**config.mk**
```make
export PLATFORM = sky130hd
export DESIGN_NAME = mdu_iter_div
export DESIGN_NICKNAME = d
export VERILOG_FILES = /design/src/rtl/mdu_iter_div_pkg.sv /design/src/rtl/mdu_div_step.sv /design/src/rtl/mdu_iter_div.sv
export SDC_FILE = /design/constraint.sdc
export NUM_CORES = 1
export LEC_CHECK = 0
export ABC_CLOCK_PERIOD_IN_PS = 4320
export CORE_MARGIN = 4
export CORE_UTILIZATION = 44
export DETAILED_ROUTE_END_ITERATION = 6
export PLACE_DENSITY = 0.7
export REMOVE_ABC_BUFFERS = 1
export SLEW_MARGIN = 20
export SYNTH_ARGS = -nofsm -noshare
export SYNTH_HDL_FRONTEND = slang
export SYNTH_SLANG_ARGS = --single-unit
```
**constraint.sdc**
```tcl
create_clock -name clock -period 4.32 [get_ports clock]
set_input_delay 1.296 -clock clock [delete_from_list [all_inputs] [get_ports clock]]
set_output_delay 1.296 -clock clock [all_outputs]
set_load 0.03 [all_outputs]
```
**src/rtl/mdu_iter_div_pkg.sv**
```systemverilog
// Shared M-extension definitions for the iterative divider: op flag positions,
// FSM states, operand width and most-negative constants.
package mdu_iter_div_pkg;

    localparam int XLEN = 64;

    localparam int OP_SIGNED = 0;
    localparam int OP_REM    = 1;
    localparam int OP_WORD   = 2;
    localparam int OP_W      = 3;

    localparam logic [31:0] MIN_NEG32 = 32'h8000_0000;
    localparam logic [63:0] MIN_NEG64 = 64'h8000_0000_0000_0000;

    typedef enum logic [1:0] {
        S_IDLE,
        S_CALC,
        S_FIX,
        S_DONE
    } div_state_e;

    function automatic logic [XLEN-1:0] sext32(input logic [31:0] v);
        return {{(XLEN-32){v[31]}}, v};
    endfunction

endpackage

```
**src/rtl/mdu_div_step.sv**
```systemverilog
// One restoring-division iteration: shift {rem,quo} left, trial-subtract the
// divisor and keep the difference when it does not go negative.
module mdu_div_step
    import mdu_iter_div_pkg::*;
#(
    parameter int W = XLEN
) (
    input  logic [W-1:0] rem_i,
    input  logic [W-1:0] quo_i,
    input  logic [W-1:0] div_i,
    output logic [W-1:0] rem_o,
    output logic [W-1:0] quo_o
);

    // One extra bit: the shifted remainder can reach 2*divisor-1.
    logic [W:0] rem_sh;
    logic [W:0] diff;

    assign rem_sh = {rem_i, quo_i[W-1]};
    assign diff   = rem_sh - {1'b0, div_i};
    assign rem_o  = diff[W] ? rem_sh[W-1:0] : diff[W-1:0];
    assign quo_o  = {quo_i[W-2:0], ~diff[W]};

endmodule

```
**src/rtl/mdu_iter_div.sv**
```systemverilog
// Multi-cycle radix-2 restoring divider for the RV64M divide group, with
// divide-by-zero and signed-overflow results resolved at accept.
module mdu_iter_div
    import mdu_iter_div_pkg::*;
(
    input  logic            clock,
    input  logic            reset_n,
    input  logic            flush,
    input  logic            in_valid,
    output logic            in_ready,
    input  logic            in_signed,
    input  logic            in_rem,
    input  logic            in_word,
    input  logic [XLEN-1:0] src1,
    input  logic [XLEN-1:0] src2,
    output logic            out_valid,
    input  logic            out_ready,
    output logic [XLEN-1:0] out_data
);

    div_state_e      state_q, state_d;
    logic [OP_W-1:0] op_q, op_d, op_in;
    logic [XLEN-1:0] rem_q, rem_d, quo_q, quo_d, dvs_q, dvs_d;
    logic [XLEN-1:0] out_data_q, out_data_d;
    logic [5:0]      cnt_q, cnt_d;
    logic            sa_q, sa_d, sb_q, sb_d;
    logic            in_ready_q, in_ready_d, out_valid_q, out_valid_d;

    logic [XLEN-1:0] a_ext, b_ext, a_abs, b_abs, fast_res;
    logic [XLEN-1:0] q_fin, r_fin, fix_res, step_rem, step_quo;
    logic            div0, ovf;

    mdu_div_step #(.W(XLEN)) u_step (
        .rem_i(rem_q),
        .quo_i(quo_q),
        .div_i(dvs_q),
        .rem_o(step_rem),
        .quo_o(step_quo)
    );

    always_comb begin
        op_in            = '0;
        op_in[OP_SIGNED] = in_signed;
        op_in[OP_REM]    = in_rem;
        op_in[OP_WORD]   = in_word;

        if (in_word) begin
            a_ext = in_signed ? sext32(src1[31:0]) : {{(XLEN-32){1'b0}}, src1[31:0]};
            b_ext = in_signed ? sext32(src2[31:0]) : {{(XLEN-32){1'b0}}, src2[31:0]};
        end else begin
            a_ext = src1;
            b_ext = src2;
        end
        a_abs = (in_signed && a_ext[XLEN-1]) ? -a_ext : a_ext;
        b_abs = (in_signed && b_ext[XLEN-1]) ? -b_ext : b_ext;

        div0 = (b_ext == '0);
        ovf  = in_signed && (b_ext == '1)
               && (a_ext == (in_word ? sext32(MIN_NEG32) : MIN_NEG64));

        fast_res = in_rem ? (div0 ? a_ext : '0) : (div0 ? '1 : a_ext);
        if (in_word) fast_res = sext32(fast_res[31:0]);

        q_fin   = (op_q[OP_SIGNED] && (sa_q ^ sb_q)) ? -quo_q : quo_q;
        r_fin   = (op_q[OP_SIGNED] && sa_q) ? -rem_q : rem_q;
        fix_res = op_q[OP_REM] ? r_fin : q_fin;
        if (op_q[OP_WORD]) fix_res = sext32(fix_res[31:0]);
    end

    always_comb begin
        state_d     = state_q;
        op_d        = op_q;
        rem_d       = rem_q;
        quo_d       = quo_q;
        dvs_d       = dvs_q;
        cnt_d       = cnt_q;
        sa_d        = sa_q;
        sb_d        = sb_q;
        out_data_d  = out_data_q;
        in_ready_d  = in_ready_q;
        out_valid_d = out_valid_q;

        if (flush) begin
            state_d     = S_IDLE;
            in_ready_d  = 1'b1;
            out_valid_d = 1'b0;
        end else begin
            case (state_q)
                S_IDLE: if (in_valid) begin
                    op_d       = op_in;
                    sa_d       = a_ext[XLEN-1];
                    sb_d       = b_ext[XLEN-1];
                    in_ready_d = 1'b0;
                    if (div0 || ovf) begin
                        out_data_d  = fast_res;
                        out_valid_d = 1'b1;
                        state_d     = S_DONE;
                    end else begin
                        // Word dividends sit in the top half so 32 shifts consume them.
                        rem_d   = '0;
                        quo_d   = in_word ? {a_abs[31:0], {(XLEN-32){1'b0}}} : a_abs;
                        dvs_d   = b_abs;
                        cnt_d   = in_word ? 6'd31 : 6'd63;
                        state_d = S_CALC;
                    end
                end
                S_CALC: begin
                    rem_d = step_rem;
                    quo_d = step_quo;
                    cnt_d = cnt_q - 6'd1;
                    if (cnt_q == 6'd0) state_d = S_FIX;
                end
                S_FIX: begin
                    out_data_d  = fix_res;
                    out_valid_d = 1'b1;
                    state_d     = S_DONE;
                end
                S_DONE: if (out_ready) begin
                    out_valid_d = 1'b0;
                    in_ready_d  = 1'b1;
                    state_d     = S_IDLE;
                end
                default: state_d = S_IDLE;
            endcase
        end
    end

    always_ff @(posedge clock or negedge reset_n) begin
        if (!reset_n) begin
            state_q     <= S_IDLE;
            op_q        <= '0;
            rem_q       <= '0;
            quo_q       <= '0;
            dvs_q       <= '0;
            cnt_q       <= '0;
            sa_q        <= 1'b0;
            sb_q        <= 1'b0;
            out_data_q  <= '0;
            in_ready_q  <= 1'b1;
            out_valid_q <= 1'b0;
        end else begin
            state_q     <= state_d;
            op_q        <= op_d;
            rem_q       <= rem_d;
            quo_q       <= quo_d;
            dvs_q       <= dvs_d;
            cnt_q       <= cnt_d;
            sa_q        <= sa_d;
            sb_q        <= sb_d;
            out_data_q  <= out_data_d;
            in_ready_q  <= in_ready_d;
            out_valid_q <= out_valid_d;
        end
    end

    assign in_ready  = in_ready_q;
    assign out_valid = out_valid_q;
    assign out_data  = out_data_q;

endmodule

```
; Word level (Yosys, flattened, before mapping)
; Cells that the tools add are included.
[totals]
register_bits = 271
in_bits = 136
output_inout_bits = 66
elab_cells = 99
[classes]
add_sub_neg = 6
n_eq_ne = 12
n_mux = 45
bitwise = 4
reduce_logical = 21
[ops]
columns = operator, n
row1 = 2-to-1 mux 64 bit, 22
row2 = case mux 64 bit (2 select lines), 3
row3 = negator 64 bit, 4
row4 = subtractor 65 x 64 -> 65 bit, 1
row5 = equality test 64 bit, 1
row6 = "equality test 64 bit, second input constant", 1
row7 = logical NOT 64 bit, 1
row8 = 2-to-1 mux 63 bit, 1
row9 = 2-to-1 mux 6 bit, 3
row10 = AND reduction 4 bit, 4
row11 = "inequality test 3 bit, second input constant", 4
row12 = case mux 6 bit (2 select lines), 1
row13 = 2-to-1 mux 2 bit, 5
row14 = AND reduction 3 bit, 3
row15 = case mux 2 bit (4 select lines), 1
row16 = 2-to-1 mux 1 bit, 7
row17 = logical AND 1 bit, 6
row18 = logical NOT 6 bit, 1
row19 = "inequality test 2 bit, second input constant", 3
row20 = "subtractor 6 x 1 -> 6 bit, second input constant", 1
row21 = "equality test 2 bit, second input constant", 2
row22 = nonzero test 2 bit, 2
row23 = nonzero test 4 bit, 1
row24 = NOT 1 bit, 3
row25 = other kinds (7), 7

; Logic depth before layout (Yosys ltp)
[logic_depth]
depth_word = 10
mapped_depth = 15
mapped_depth_nobuf = 13

; Modules after synthesis
; From an unflattened synthesis, not the netlist that was laid out.
[hier_totals]
cells_unflattened = 3340
hier_area_um2 = 24474.7
[modules_own_cells]
columns = module, n_inst, cells_each, area_each_um2, seq_area_each_um2
row1 = mdu_iter_div, 1, 2482, 19276.0, 6782.8
row2 = mdu_div_step, 1, 858, 5198.7, 0.0

; Least setup slack after synthesis
; No wires, ideal clock.
[synth_timing]
kind = input to register
from = in src1[22]
to = reg quo_q[21]
setup_time_ns = 0.126
arrival_ns = 3.845
required_ns = 4.194
setup_slack_ns = 0.349
path_stages = 12
n_path_buf = 3
cell_sequence = or4_4 > nor4b_4 > nand3_1 > a2111oi_2 > a31oi_1 > and2_1 > buf_4 > nor2_4 > buf_4 > buf_6 > nor3_1 > a221o_1
[synth_via]
elab_chain_cells = 7
[synth_lines]
columns = element, line
row1 = from (decl), mdu_iter_div.sv:14  ; input logic [XLEN-1:0] src1,
row2 = 2-to-1 mux 64 bit, mdu_iter_div.sv:48  ; a_ext = in_signed ? sext32(src1[31:0]) : {{(XLEN-32){1'b0}}, src1[31:0]};
row3 = 2-to-1 mux 64 bit *, mdu_iter_div.sv:47  ; if (in_word) begin
row4 = equality test 64 bit *, mdu_iter_div.sv:59  ; && (a_ext == (in_word ? sext32(MIN_NEG32) : MIN_NEG64));
row5 = logical AND 1 bit *, mdu_iter_div.sv:59
row6 = logical OR 1 bit *, mdu_iter_div.sv:94  ; if (div0 || ovf) begin
row7 = inequality test 2 bit (no source line) *, n/a
row8 = AND reduction 4 bit (no source line) *, n/a
row9 = to (signal assigned), mdu_iter_div.sv:145  ; quo_q <= quo_d;
row10 = to (decl), mdu_iter_div.sv:23  ; logic [XLEN-1:0] rem_q, rem_d, quo_q, quo_d, dvs_q, dvs_d;
; Mark *: on every way between the ends. The rest lies on a longest branch, timed or not.
; A chain may end at the register's enable or synchronous reset.

; Worst setup path in the final report
[layout_timing]
from = in src1[12]
to = reg rem_q[35]
[layout_via]
elab_chain_cells = 7
[layout_lines]
columns = element, line
row1 = 2-to-1 mux 64 bit, mdu_iter_div.sv:48
row2 = 2-to-1 mux 64 bit *, mdu_iter_div.sv:47
row3 = equality test 64 bit *, mdu_iter_div.sv:59
row4 = logical AND 1 bit *, mdu_iter_div.sv:59
row5 = logical OR 1 bit *, mdu_iter_div.sv:94
row6 = inequality test 2 bit (no source line) *, n/a
row7 = AND reduction 4 bit (no source line) *, n/a
row8 = to (signal assigned), mdu_iter_div.sv:144  ; rem_q <= rem_d;
row9 = to (decl), mdu_iter_div.sv:23
; Marks and branches as above.

==> flow_metrics.tcl <==
set metrics [dict create \
    netlist-cell-type-count 87 \
    crit_path_start_kind "input pin" \
    final-instance-count-excl-fill 4223 \
    rr_worst_depth 16 \
    top_ff_cell_synth "dfrtp_1" \
    leakagePower_nw 12.88 \
    ratio_of_final_minimum_period_to_clock_period 0.9746 \
    port_buffers 201 \
    power-per-cell-area_nw_per_um2 708.8 \
    dp_cells 4160 \
    critical_path_arrival_ps 4680 \
    grt_antenna_before_repair 2 \
    floorplan.die.height_um 238.3 \
    warning_count_from_the_yosys_run 0 \
    drt_iter0_drc 2424 \
    async_reset_ff_frac 1.000 \
    post_cts_hold_buffer_count 0 \
    synth_largest_type_area_fraction 0.2894 \
    crit-reg2reg-launch "quo_q[63]" \
    worst_slack_ps 109.8 \
    synth-edff-count 0 \
    worst-slew-pin-transition_ps 1048 \
    detailed_place_hpwl_um 72300 \
    overflow 0 \
    grt_max_degree 81 \
    register_bit_total_from_synthesis 271 \
    worstSkewPairLatency_ps 570 \
    total_number_of_nets_in_the_final_design 3721 \
    timing.critical_path.to "rem_q[35]" \
    synth.avg_cell_area_um2 7.565 \
    reg2reg_setup_slack_ps 270 \
    starting_density_of_the_core 0.4443 \
    vdd_drop_max_mv 0.2844 \
    firstDrtPassIters 6 \
    regToRegEndpoint "rem_q[29]" \
    detailed_place.area_um2 28590 \
    die_w_um 238.3 \
    gp_routability_congestion 1.052 \
    ant_nets 0 \
    cts.htree.levels 2 \
    yosys.area.top_type "dfrtp_1" \
    run_status "finished clean" \
    hold_path.class "flop to flop" \
    worst_clock_skew_ps 29.78 \
    ctsLongestPathBuffers 3 \
    slew_headroom 0.2988 \
    clock_sink_count 271 \
    setup.worst_path.class "input pin to flop" \
    maximum_net_fanout_on_the_critical_path 39 \
    totalWireLength_um 92000 \
    timing.hold.ws_ps 461.3 \
    timing.fmax_mhz 237.5 \
    clkSlewWorstSetupHoldPaths_ps 60 \
    dp_worst_setup_slack_ps -528.4 \
    crit_chain "clkdlybuf4s50_1, or4_4, nor4b_4, buf_4, nand3_1, buf_4, a2111oi_4, a31oi_2, buf_4, and2_2, nor2_4, buf_12, buf_12, nand2_1, o21ai_0" \
    row_count 84 \
    synth_area_leaders "dfrtp_1, o21ai_0, xnor2_1, nand2_1, a21oi_1" \
    route.detailed.vias_per_inst 6.005 \
    synthCells 3086 \
    die_area_um2 56810 \
    drcViolationCount 0 \
    tritoncts "built" \
    timing.critical_path.from "src1[12]" \
    numCtsBuffers 35 \
    first_global_vias 24600 \
    minimum_period_implied_by_the_final_worst_setup_slack_ps 4210 \
    netlist_area_um2 23350 \
    cp.required_ps 4790 \
    antenna-diode-count 0 \
    post_route_cells_drive_above_1_share 0.1457 \
    final_area_um2 29880 \
    final_hold_viol_count 0 \
    multiInputGateArea_um2 15350 \
    fillers 4979 \
    root_buffer "clkbuf_16" \
    crit_path_max_incr_delay_ps 580 \
    synth-seq-area-share 0.2905 \
    coreArea_um2 52550 \
    num_vias 25360 \
    timing.critical_path.slowest_stage_cell "or4_4" \
    routedWlPerCell_um 21.79 \
    io_pins 202 \
    syn2layout_area_growth_pct 27.98 \
    final-seq-area_um2 6784 \
    setup_viol 0 \
    timing.critical_path.mode_cell "buf_4" \
    post_cts.repair.setup_buffers 0 \
    rsz0062_at_grt "false" \
    end_kind "flop" \
    finalCoreUtilization 0.5685 \
    drv_cap 0 \
    globalRouteTotalUtil 0.3135 \
    grt_first_pass_wirelength_um 142300 \
    count_of_pins_over_their_slew_limit 0 \
]
==> synthesized netlist by cell type, types with 22 or more instances <==
cell and count:
nand4_1 42, o31ai_1 38, buf_2 37, or3_1 35
nand3_1 41, a21o_1 41, dfrtp_1 270, o21a_1 22
o22ai_1 30, o41ai_1 22, clkbuf_1 147, nand2_1 377
nor2_1 285, o21ai_0 321, ha_1 75, a211oi_1 28
nand2b_1 22, nor3_1 90, xnor2_1 176, a21oi_1 281
or4_1 23, xor2_1 117, nor4_1 45, o21ai_1 27
a31oi_1 52, inv_1 117, mux2i_1 45
==> cell type report <==
class	count	area share
clock buffers	51	0.03572
clock inverters	12	0.005360
inverters	117	0.01470
multi-input cells	2494	0.5137
flip-flops and latches	271	0.2271
well taps	688	0.02881
repair buffers	590	0.1746
==> cell usage in the layout, fill, tap and decap left out, drive strengths merged, types with 7 or more instances in the layout <==
cell type / synthesis / final
a211oi: 28 / 28
a21boi: 8 / 8
a21o: 41 / 41
a21oi: 282 / 282
a221o: 14 / 14
a22o: 9 / 9
a22oi: 7 / 7
a31oi: 52 / 52
a32oi: 19 / 19
and2: 12 / 12
and3: 12 / 12
buf: 57 / 391
clkbuf: 147 / 51
clkdlybuf4s50: 0 / 199
dfrtp: 270 / 270
ha: 75 / 75
inv: 117 / 119
mux2i: 45 / 45
nand2: 377 / 377
nand2b: 22 / 22
nand3: 41 / 41
nand4: 43 / 43
nor2: 288 / 288
nor2b: 13 / 13
nor3: 94 / 94
nor4: 51 / 51
nor4b: 8 / 8
o211ai: 21 / 21
o21a: 22 / 22
o21ai: 348 / 348
o21bai: 15 / 15
o221ai: 18 / 18
o22ai: 30 / 30
o31ai: 38 / 38
o41ai: 24 / 24
or2: 14 / 14
or3: 36 / 36
or4: 27 / 27
xnor2: 176 / 176
xor2: 117 / 117
==> critical path: cells and delay by family <==
| family | cells | cell delay (ps) |
|---|---|---|
| AOI/OAI and AO/OA | 3 | 500 |
| buffers and inverters | 6 | 1410 |
| and+or+nand+nor | 6 | 1430 |
==> through the flow <==
| stage | power, mW | TNS, ps |
|---|---|---|
| finish | 21.18 | 0 |
| global placement | 17.55 | -90860 |
| CTS | 20.94 | 0 |
| detailed placement | 17.73 | -107720 |
| floorplan | 12.94 | -353760 |
| global route | 22.60 | 0 |
==> layer usage <==
metal | routed length (um) | GRT usage | vias up
li1 | - | - | 11950
met1 | 38750 | 0.4282 | 11990
met3 | 7284 | 0.04276 | 230
met5 | 13 | 0 | -
met2 | 41230 | 0.5007 | 1194
met4 | 4725 | 0.1339 | 2
==> registers in the layout (all words and copies together) (netlist names), 2 cells and up <==
register and flops:
dvs_q 64, out_data 64, cnt_q 6, quo_q 64, op_q 3, state_q 2
rem_q 64
==> repair_timing <==
item / CTS / global route
endpoints found under the hold margin: 0 / 0
gates resized for setup: 0 / 10
endpoints found under the setup margin: 0 / 184
==> how the worst min path moves through the flow <==
stage / endpoint / depth (start not counted) / startpoint
2_1_floorplan: dvs_q[41] / 2 / dvs_q[41]
3_3_place_gp: out_data[46] / 2 / out_data[46]
3_5_place_dp: out_data[45] / 2 / out_data[45]
4_1_cts: out_data[45] / 2 / out_data[45]
5_1_grt: out_data[48] / 2 / out_data[48]
6_report: out_data[45] / 2 / out_data[45]
==> logic make-up after synthesis <==
family                     after synthesis  share of synthesized area
DFF                                    271                     0.2905
muxes                                   49                    0.02122
adders and majority gates               76                    0.04105
xor gates and xnor gates               293                     0.1099
buffers and inverters                  321                    0.05600
AOI/OAI and AO/OA                     1019                     0.2659
and+or+nand+nor                       1057                     0.2153
==> power by group <==
group | internal (mW) | switching (mW) | total [mW] | leakage (nW)
Clock | 1.90 | 1.22 | 3.12 | 0.606
Sequential | 3.50 | 1.16 | 4.66 | 3.50
Combinational | 5.39 | 8.00 | 13.4 | 8.77
Total | 10.8 | 10.4 | 21.2 | 12.9
Note: power is estimated with default switching activity, not from simulation.
